[src/rtl/rocev2_deadlock_reporter_if.sv]
// Report-record channel from the deadlock reporter to its consumer.
// master: drives rpt_valid and the three snapshot vectors, samples rpt_ready.
// slave : samples the record, drives rpt_ready.
interface rocev2_deadlock_reporter_if #(
  parameter int N_PROC = 53,
  parameter int N_AXIS = 10
);
  logic              rpt_valid;
  logic              rpt_ready;
  logic [N_PROC-1:0] rpt_idle;
  logic [N_PROC-1:0] rpt_chan_block;
  logic [N_AXIS-1:0] rpt_axis_block;

  modport master (
    output rpt_valid, rpt_idle, rpt_chan_block, rpt_axis_block,
    input  rpt_ready
  );

  modport slave (
    input  rpt_valid, rpt_idle, rpt_chan_block, rpt_axis_block,
    output rpt_ready
  );
endinterface

[src/rtl/rocev2_deadlock_reporter.sv]
// Deadlock reporter: filters the dataflow monitor's block output, declaring a
// deadlock only after THRESH consecutive high samples. On declaration it sets
// a sticky flag, snapshots the status vectors and offers one report record.
// Ports:
//   clock, reset        clock and asynchronous active-high reset
//   block_in            monitor block output
//   inst_idle_sigs      process idle vector      (N_PROC)
//   inst_block_sigs     process chan-block vector (N_PROC)
//   axis_block_sigs     axis block vector         (N_AXIS)
//   clear               software acknowledge/abort
//   deadlock            sticky deadlock-declared flag
//   rpt                 report record channel (valid/ready + snapshots)
//   event_count         saturating count of declared deadlocks
//   stall_cycles        saturating cycles deadlock has been high this event
module rocev2_deadlock_reporter #(
  parameter int N_PROC = 53,
  parameter int N_AXIS = 10,
  parameter int THRESH = 1024,
  parameter int CNT_W  = 16
) (
  input  logic                clock,
  input  logic                reset,
  input  logic                block_in,
  input  logic [N_PROC-1:0]   inst_idle_sigs,
  input  logic [N_PROC-1:0]   inst_block_sigs,
  input  logic [N_AXIS-1:0]   axis_block_sigs,
  input  logic                clear,
  output logic                deadlock,
  rocev2_deadlock_reporter_if.master rpt,
  output logic [CNT_W-1:0]    event_count,
  output logic [CNT_W-1:0]    stall_cycles
);

  localparam int              PW       = $clog2(THRESH + 1);
  localparam logic [PW-1:0]   LAST     = PW'(THRESH - 1);
  localparam logic [CNT_W-1:0] CNT_MAX = '1;

  typedef enum logic [1:0] {IDLE, COUNT, REPORT, HOLD} state_t;

  state_t            state_q, state_d;
  logic [PW-1:0]     persist_q, persist_d;
  logic              trip;
  logic              valid_q;
  logic [N_PROC-1:0] snap_idle, snap_chan;
  logic [N_AXIS-1:0] snap_axis;

  always_ff @(posedge clock or posedge reset) begin
    if (reset) begin
      state_q   <= IDLE;
      persist_q <= '0;
    end else begin
      state_q   <= state_d;
      persist_q <= persist_d;
    end
  end

  // clear is evaluated first and overrides everything, including a trip.
  always_comb begin
    state_d   = state_q;
    persist_d = persist_q;
    trip      = 1'b0;
    if (clear) begin
      state_d   = IDLE;
      persist_d = '0;
    end else begin
      case (state_q)
        IDLE: begin
          if (block_in) begin
            if (THRESH == 1) begin
              trip = 1'b1;
            end else begin
              persist_d = PW'(1);
              state_d   = COUNT;
            end
          end
        end
        COUNT: begin
          if (!block_in) begin
            persist_d = '0;
            state_d   = IDLE;
          end else if (persist_q == LAST) begin
            trip = 1'b1;
          end else begin
            persist_d = persist_q + PW'(1);
          end
        end
        REPORT: begin
          if (rpt.rpt_ready) state_d = HOLD;
        end
        HOLD: begin
          state_d = HOLD;
        end
        default: state_d = IDLE;
      endcase
      if (trip) begin
        state_d   = REPORT;
        persist_d = '0;
      end
    end
  end

  // Flags are registered from the next state so outputs stay flop-driven.
  always_ff @(posedge clock or posedge reset) begin
    if (reset) begin
      deadlock     <= 1'b0;
      valid_q      <= 1'b0;
      snap_idle    <= '0;
      snap_chan    <= '0;
      snap_axis    <= '0;
      event_count  <= '0;
      stall_cycles <= '0;
    end else begin
      deadlock <= (state_d == REPORT) || (state_d == HOLD);
      valid_q  <= (state_d == REPORT);
      if (trip) begin
        snap_idle    <= inst_idle_sigs;
        snap_chan    <= inst_block_sigs;
        snap_axis    <= axis_block_sigs;
        stall_cycles <= '0;
        if (event_count != CNT_MAX) event_count <= event_count + CNT_W'(1);
      end else if (deadlock && !clear && stall_cycles != CNT_MAX) begin
        stall_cycles <= stall_cycles + CNT_W'(1);
      end
    end
  end

  assign rpt.rpt_valid      = valid_q;
  assign rpt.rpt_idle       = snap_idle;
  assign rpt.rpt_chan_block = snap_chan;
  assign rpt.rpt_axis_block = snap_axis;

endmodule

[src/flat_wrapper.sv]
// flat-port wrapper written by rule: the top's interface ports become plain ports
module rocev2_deadlock_reporter_flat 
#(
  parameter int N_PROC = 53,
  parameter int N_AXIS = 10,
  parameter int THRESH = 1024,
  parameter int CNT_W  = 16
)
  (clock, reset, block_in, inst_idle_sigs, inst_block_sigs, axis_block_sigs, clear, deadlock, event_count, stall_cycles, rpt_rpt_valid, rpt_rpt_idle, rpt_rpt_chan_block, rpt_rpt_axis_block, rpt_rpt_ready);
  rocev2_deadlock_reporter_if #(.N_PROC(N_PROC), .N_AXIS(N_AXIS)) rpt_i ();
  input  logic clock;
  input  logic reset;
  input  logic block_in;
  input  logic [N_PROC-1:0] inst_idle_sigs;
  input  logic [N_PROC-1:0] inst_block_sigs;
  input  logic [N_AXIS-1:0] axis_block_sigs;
  input  logic clear;
  output logic deadlock;
  output logic [CNT_W-1:0] event_count;
  output logic [CNT_W-1:0] stall_cycles;
  output wire logic [$bits(rpt_i.rpt_valid)-1:0] rpt_rpt_valid;
  output wire logic [$bits(rpt_i.rpt_idle)-1:0] rpt_rpt_idle;
  output wire logic [$bits(rpt_i.rpt_chan_block)-1:0] rpt_rpt_chan_block;
  output wire logic [$bits(rpt_i.rpt_axis_block)-1:0] rpt_rpt_axis_block;
  input wire logic [$bits(rpt_i.rpt_ready)-1:0] rpt_rpt_ready;
  assign rpt_rpt_valid = rpt_i.rpt_valid;
  assign rpt_rpt_idle = rpt_i.rpt_idle;
  assign rpt_rpt_chan_block = rpt_i.rpt_chan_block;
  assign rpt_rpt_axis_block = rpt_i.rpt_axis_block;
  assign rpt_i.rpt_ready = rpt_rpt_ready;
  rocev2_deadlock_reporter #(.N_PROC(N_PROC), .N_AXIS(N_AXIS), .THRESH(THRESH), .CNT_W(CNT_W)) u_core (.clock(clock), .reset(reset), .block_in(block_in), .inst_idle_sigs(inst_idle_sigs), .inst_block_sigs(inst_block_sigs), .axis_block_sigs(axis_block_sigs), .clear(clear), .deadlock(deadlock), .rpt(rpt_i), .event_count(event_count), .stall_cycles(stall_cycles));
endmodule
[config.mk]
export PLATFORM = sky130hd
export DESIGN_NAME = rocev2_deadlock_reporter_flat
export DESIGN_NICKNAME = d
export VERILOG_FILES = /design/src/rtl/rocev2_deadlock_reporter_if.sv /design/src/rtl/rocev2_deadlock_reporter.sv /design/src/flat_wrapper.sv
export SDC_FILE = /design/constraint.sdc
export NUM_CORES = 1
export LEC_CHECK = 0
export CELL_PAD_IN_SITES_DETAIL_PLACEMENT = 0
export CELL_PAD_IN_SITES_GLOBAL_PLACEMENT = 1
export CORE_ASPECT_RATIO = 0.5
export CORE_MARGIN = 10
export CORE_UTILIZATION = 30
export CTS_CLUSTER_SIZE = 10
export DETAILED_ROUTE_END_ITERATION = 16
export DONT_BUFFER_PORTS = 1
export PLACE_DENSITY_LB_ADDON = 0.1
export SYNTH_ARGS = -nofsm -noshare
export SYNTH_HDL_FRONTEND = slang
export SYNTH_SLANG_ARGS = --single-unit
[constraint.sdc]
create_clock -name clock -period 6 [get_ports clock]
set_input_delay 0.6 -clock clock [delete_from_list [all_inputs] [get_ports clock]]
set_output_delay 0.6 -clock clock [all_outputs]
set_load 0.01 [all_outputs]
==> results summary <==
The run finished with clean final reports. STA classifies the critical path endpoint as a flip-flop. 0 antenna diodes ended up in the layout.

The arrival time of data at the critical path endpoint came out at 3000 ps. After the first detailed-routing iteration, the DRC count stood at 284. In this run the top signal layer used is met4. The initial utilization of the core area, before any placement, comes to 0.3091. The final core utilization is 0.3510. The antenna violation net count after detailed routing is 0. Clock latency on the worst-skew pair, taken at its later pin, is 440 ps.

The area of the core region is roughly 0.022 mm2. TritonCTS built the clock tree. The startpoint type of the worst setup path is a flip-flop.

The critical path goes through ha_1 -> and3_1 -> and4_4 -> buf_4 -> o41ai_1. The maximum buffer depth of the clock tree came out at 2. Timing analysis after detailed placement gives a worst setup slack of 3225 ps. Dividing the detail-routed wire length by the instance count gives 19.89 um.

The count of pins on the block boundary is about 270. The number of buffers added by the clock tree synthesis step is 17. The die is around 130 um tall. During synthesis, Yosys emitted a total of 0 warnings. The count of cells resized by post-cts repair is 0. The fraction of final layout cells sized beyond drive strength 1 came out at 0.05946. Compared with the post-synthesis result, the final layout area differs by 13.56%. After synthesis the netlist holds a flip-flop and latch count of 163.

Setup repair after global routing left no endpoint under its margin. The stage delay of the slowest cell on the critical path came out at 740 ps. The total global routing track utilization is 0.1377.

The area share of the largest cell type after synthesis came out at 0.6008. The count of max-cap constraint violations came out at 0. Once routing completed, OpenROAD measured the worst setup slack at between 3000 and 4000 ps. The number of antenna violations at the first check in global routing is 0. The worst-case IR drop observed on VDD is approximately 0.13 mV. The overall overflow remaining after global route is 0. The setup slack of the most critical reg-to-reg path came out at 3300 ps.

The via density per instance came out at 4.778. The beginning of the worst hold path is clear. The worst setup path is of the reg -> reg kind. Hold is met by 223.7 ps. Entering global routing, the biggest net connects 107 pins. Yosys attributes the largest share of cell area to sky130_fd_sc_hd__dfrtp_1 (60%), sky130_fd_sc_hd__nand2_1 (20%), sky130_fd_sc_hd__xor2_1 (1.5%). For this run, the top clock speed supported by timing is 370.2 MHz. The number of nets in the finished design came out at 851.

Detailed placement ended at an HPWL of 14440 um. The power density over the cells is 307.7 mW/mm2. Data on the critical path is required at its endpoint by between 6000 and 7000 ps. Routability-driven placement finished with a final weighted congestion of 0.7218. The number of global-route vias before repair is 4923. The count of TritonRoute iterations in the first routing pass is 4. The number of cells produced by synthesis came out at 741. Buffers inserted to repair hold after CTS numbered 0. During placement, the flow inserted port buffers numbering 0. The via count is 4969. In the detailed route, the total length drawn on met2 is ~11000 um. The final number of setup-violating endpoints came out at 0.

The final routed wirelength across all metal layers came out at 20690 um. The slowest stage of the critical path belongs to the cell sky130_fd_sc_hd__and4_4. Of all nets on the critical path, the largest fanout is 66. The transition time at the pin with the least slew margin came out at approximately 1200 ps. The finished layout cell area is 0.007710 mm2.

The depth of the CTS H-tree came out at 4. Summed over all failing endpoints, the final setup total negative slack is 0 ps. The global-route wire length before repair came out at 31180 um. The final number of hold-violating endpoints came out at 0.

In this run the horizontal extent of the chip is 232.7 um. Summing all placed instances gives a cell area of 0.007043 mm2. The number of enable-type register cells in the synthesized netlist is 0.

The proportion of synthesized flip-flops having asynchronous set or reset came out at 1.000. The number of buffers and inverters on the critical path is 1. The routed wire length on met3 is about 1400 um. Of the available clock period, the critical path in the final layout requires 0.4502. The synthesized net count came out at 865. The floorplan row count is 38. The number of setup buffers added after CTS is 0. sky130_fd_sc_hd__dfrtp_1 takes more of the synthesized area than any other cell. Summed over all cells, the static leakage comes to 4.019 nW. After synthesis, the netlist uses 42 different library cells. The worst clock skew on the final layout is 8.390 ps. The critical path starts at u_core.persist_q[0].

The CTS sink count is 163. The worst register-to-register path begins at u_core.persist_q[0]. The average size of a mapped cell is around 9 um2. The DRC violation count after routing is 0.

Among all cell types in the netlist, the one instantiated most often is sky130_fd_sc_hd__nand2_1. The commonest cells after synthesis are sky130_fd_sc_hd__nand2_1 (361), sky130_fd_sc_hd__dfrtp_1 (163), sky130_fd_sc_hd__clkbuf_1 (19). The sum of routed wire segments on met1 came out at 8420 um. In this run the worst hold path is classified as in -> reg. The tree is rooted in a sky130_fd_sc_hd__clkbuf_16.

The cell area after technology mapping is 0.006789 mm2. The worst-case headroom to the max-slew limit is 0.1972. Clock-pin slew was measured on the worst setup and hold paths at 60 ps.

The max-slew violation total from the final report came to 0. The die area came out at 0.02941 mm2. The worst path in the final design needs a cycle of 2701 ps, including I/O delays and setup.

Among cell families on the critical path, the largest total delay comes from simple AND/OR/NAND/NOR gates. The most frequently used flop master after synthesis is sky130_fd_sc_hd__dfrtp_1. The portion of the post-synthesis area used by sequential elements came out at 0.6008.
path summary, 6_finish.rpt:
kind | depth (start not counted) | endpoint
worst max-delay path | 5 | u_core.stall_cycles[7]
worst min-delay path | 1 | u_core.deadlock
worst max register to register | 5 | u_core.stall_cycles[7]
worst min register to register | 1 | u_core.persist_q[10]
max in group asynchronous | 2 | u_core.rpt.rpt_chan_block[29]
min in group asynchronous | 1 | u_core.rpt.rpt_chan_block[33]
stage by stage:
stage | std cells | power, mW
after CTS | 1040 | 2.414
after global routing | 1040 | 2.465
after floorplan | 741 | 1.152
after detailed placement | 1008 | 1.162
final | 1040 | 2.372
after global placement | 1008 | 1.162
registers in the layout, summed over array words and instances, names as in the netlist:
signal	count
u_core.deadlock	1
u_core.event_count	16
u_core.persist_q	11
u_core.rpt.rpt_axis_block	10
u_core.rpt.rpt_chan_block	53
u_core.rpt.rpt_idle	53
u_core.rpt.rpt_valid	1
u_core.stall_cycles	16
u_core.state_q	2
layout by cell type, fill, tap and decap left out, drive strengths merged, types with 5 or more instances in the layout:
master,Yosys,routed
dfrtp,163,163
a31oi,5,5
o21a,5,5
nor2,10,10
o31ai,6,6
inv,10,10
nand2,361,361
nor3,9,9
a21oi,18,18
xor2,12,12
or4,9,9
nor4,14,14
nand4,12,12
clkbuf,19,25
o21ai,6,6
buf,19,5
nand3,14,14
worst register-to-register path, stage by stage, from the launching register on:
cell                      delay (ps)
sky130_fd_sc_hd__dfrtp_1         380
sky130_fd_sc_hd__ha_1            240
sky130_fd_sc_hd__and3_1          320
sky130_fd_sc_hd__and4_4          740
sky130_fd_sc_hd__buf_4           710
sky130_fd_sc_hd__o41ai_1         190
kinds of logic (layout without fill, tap and decap cells):
kind of cell	after synthesis	count (layout)	synth area share
DFF	163	163	0.6008
buffers and inverters	48	47	0.03096
AOI/OAI and AO/OA	56	56	0.05474
adders and majority gates	3	3	0.005530
muxes	5	5	0.007925
and+or+nand+nor	453	453	0.2833
xor gates and xnor gates	13	13	0.01677
where the power goes:
group          switching (mW)  internal, mW  total, mW
logic                  0.0272       0.00656     0.0337
registers             0.00387          1.10       1.11
clock network           0.458         0.775       1.23
total                   0.489          1.88       2.37
area by class of cell:
type	instances	area (um2)
Fill cell	2274	14260
Multi-Input combinational cell	530	2509
Tap cell	300	375.4
Clock buffer	25	525.5
Clock inverter	7	141.4
Inverter	10	42.54
Timing Repair Buffer	5	37.54
Sequential cell	163	4079
metal layers:
layer  vias up  GRT usage
met4         0    0.04480
met2       128     0.2346
li1       2391          -
met1      2431     0.1581
met5         -          0
met3        19    0.05118
(Power assumes the default switching activity.)
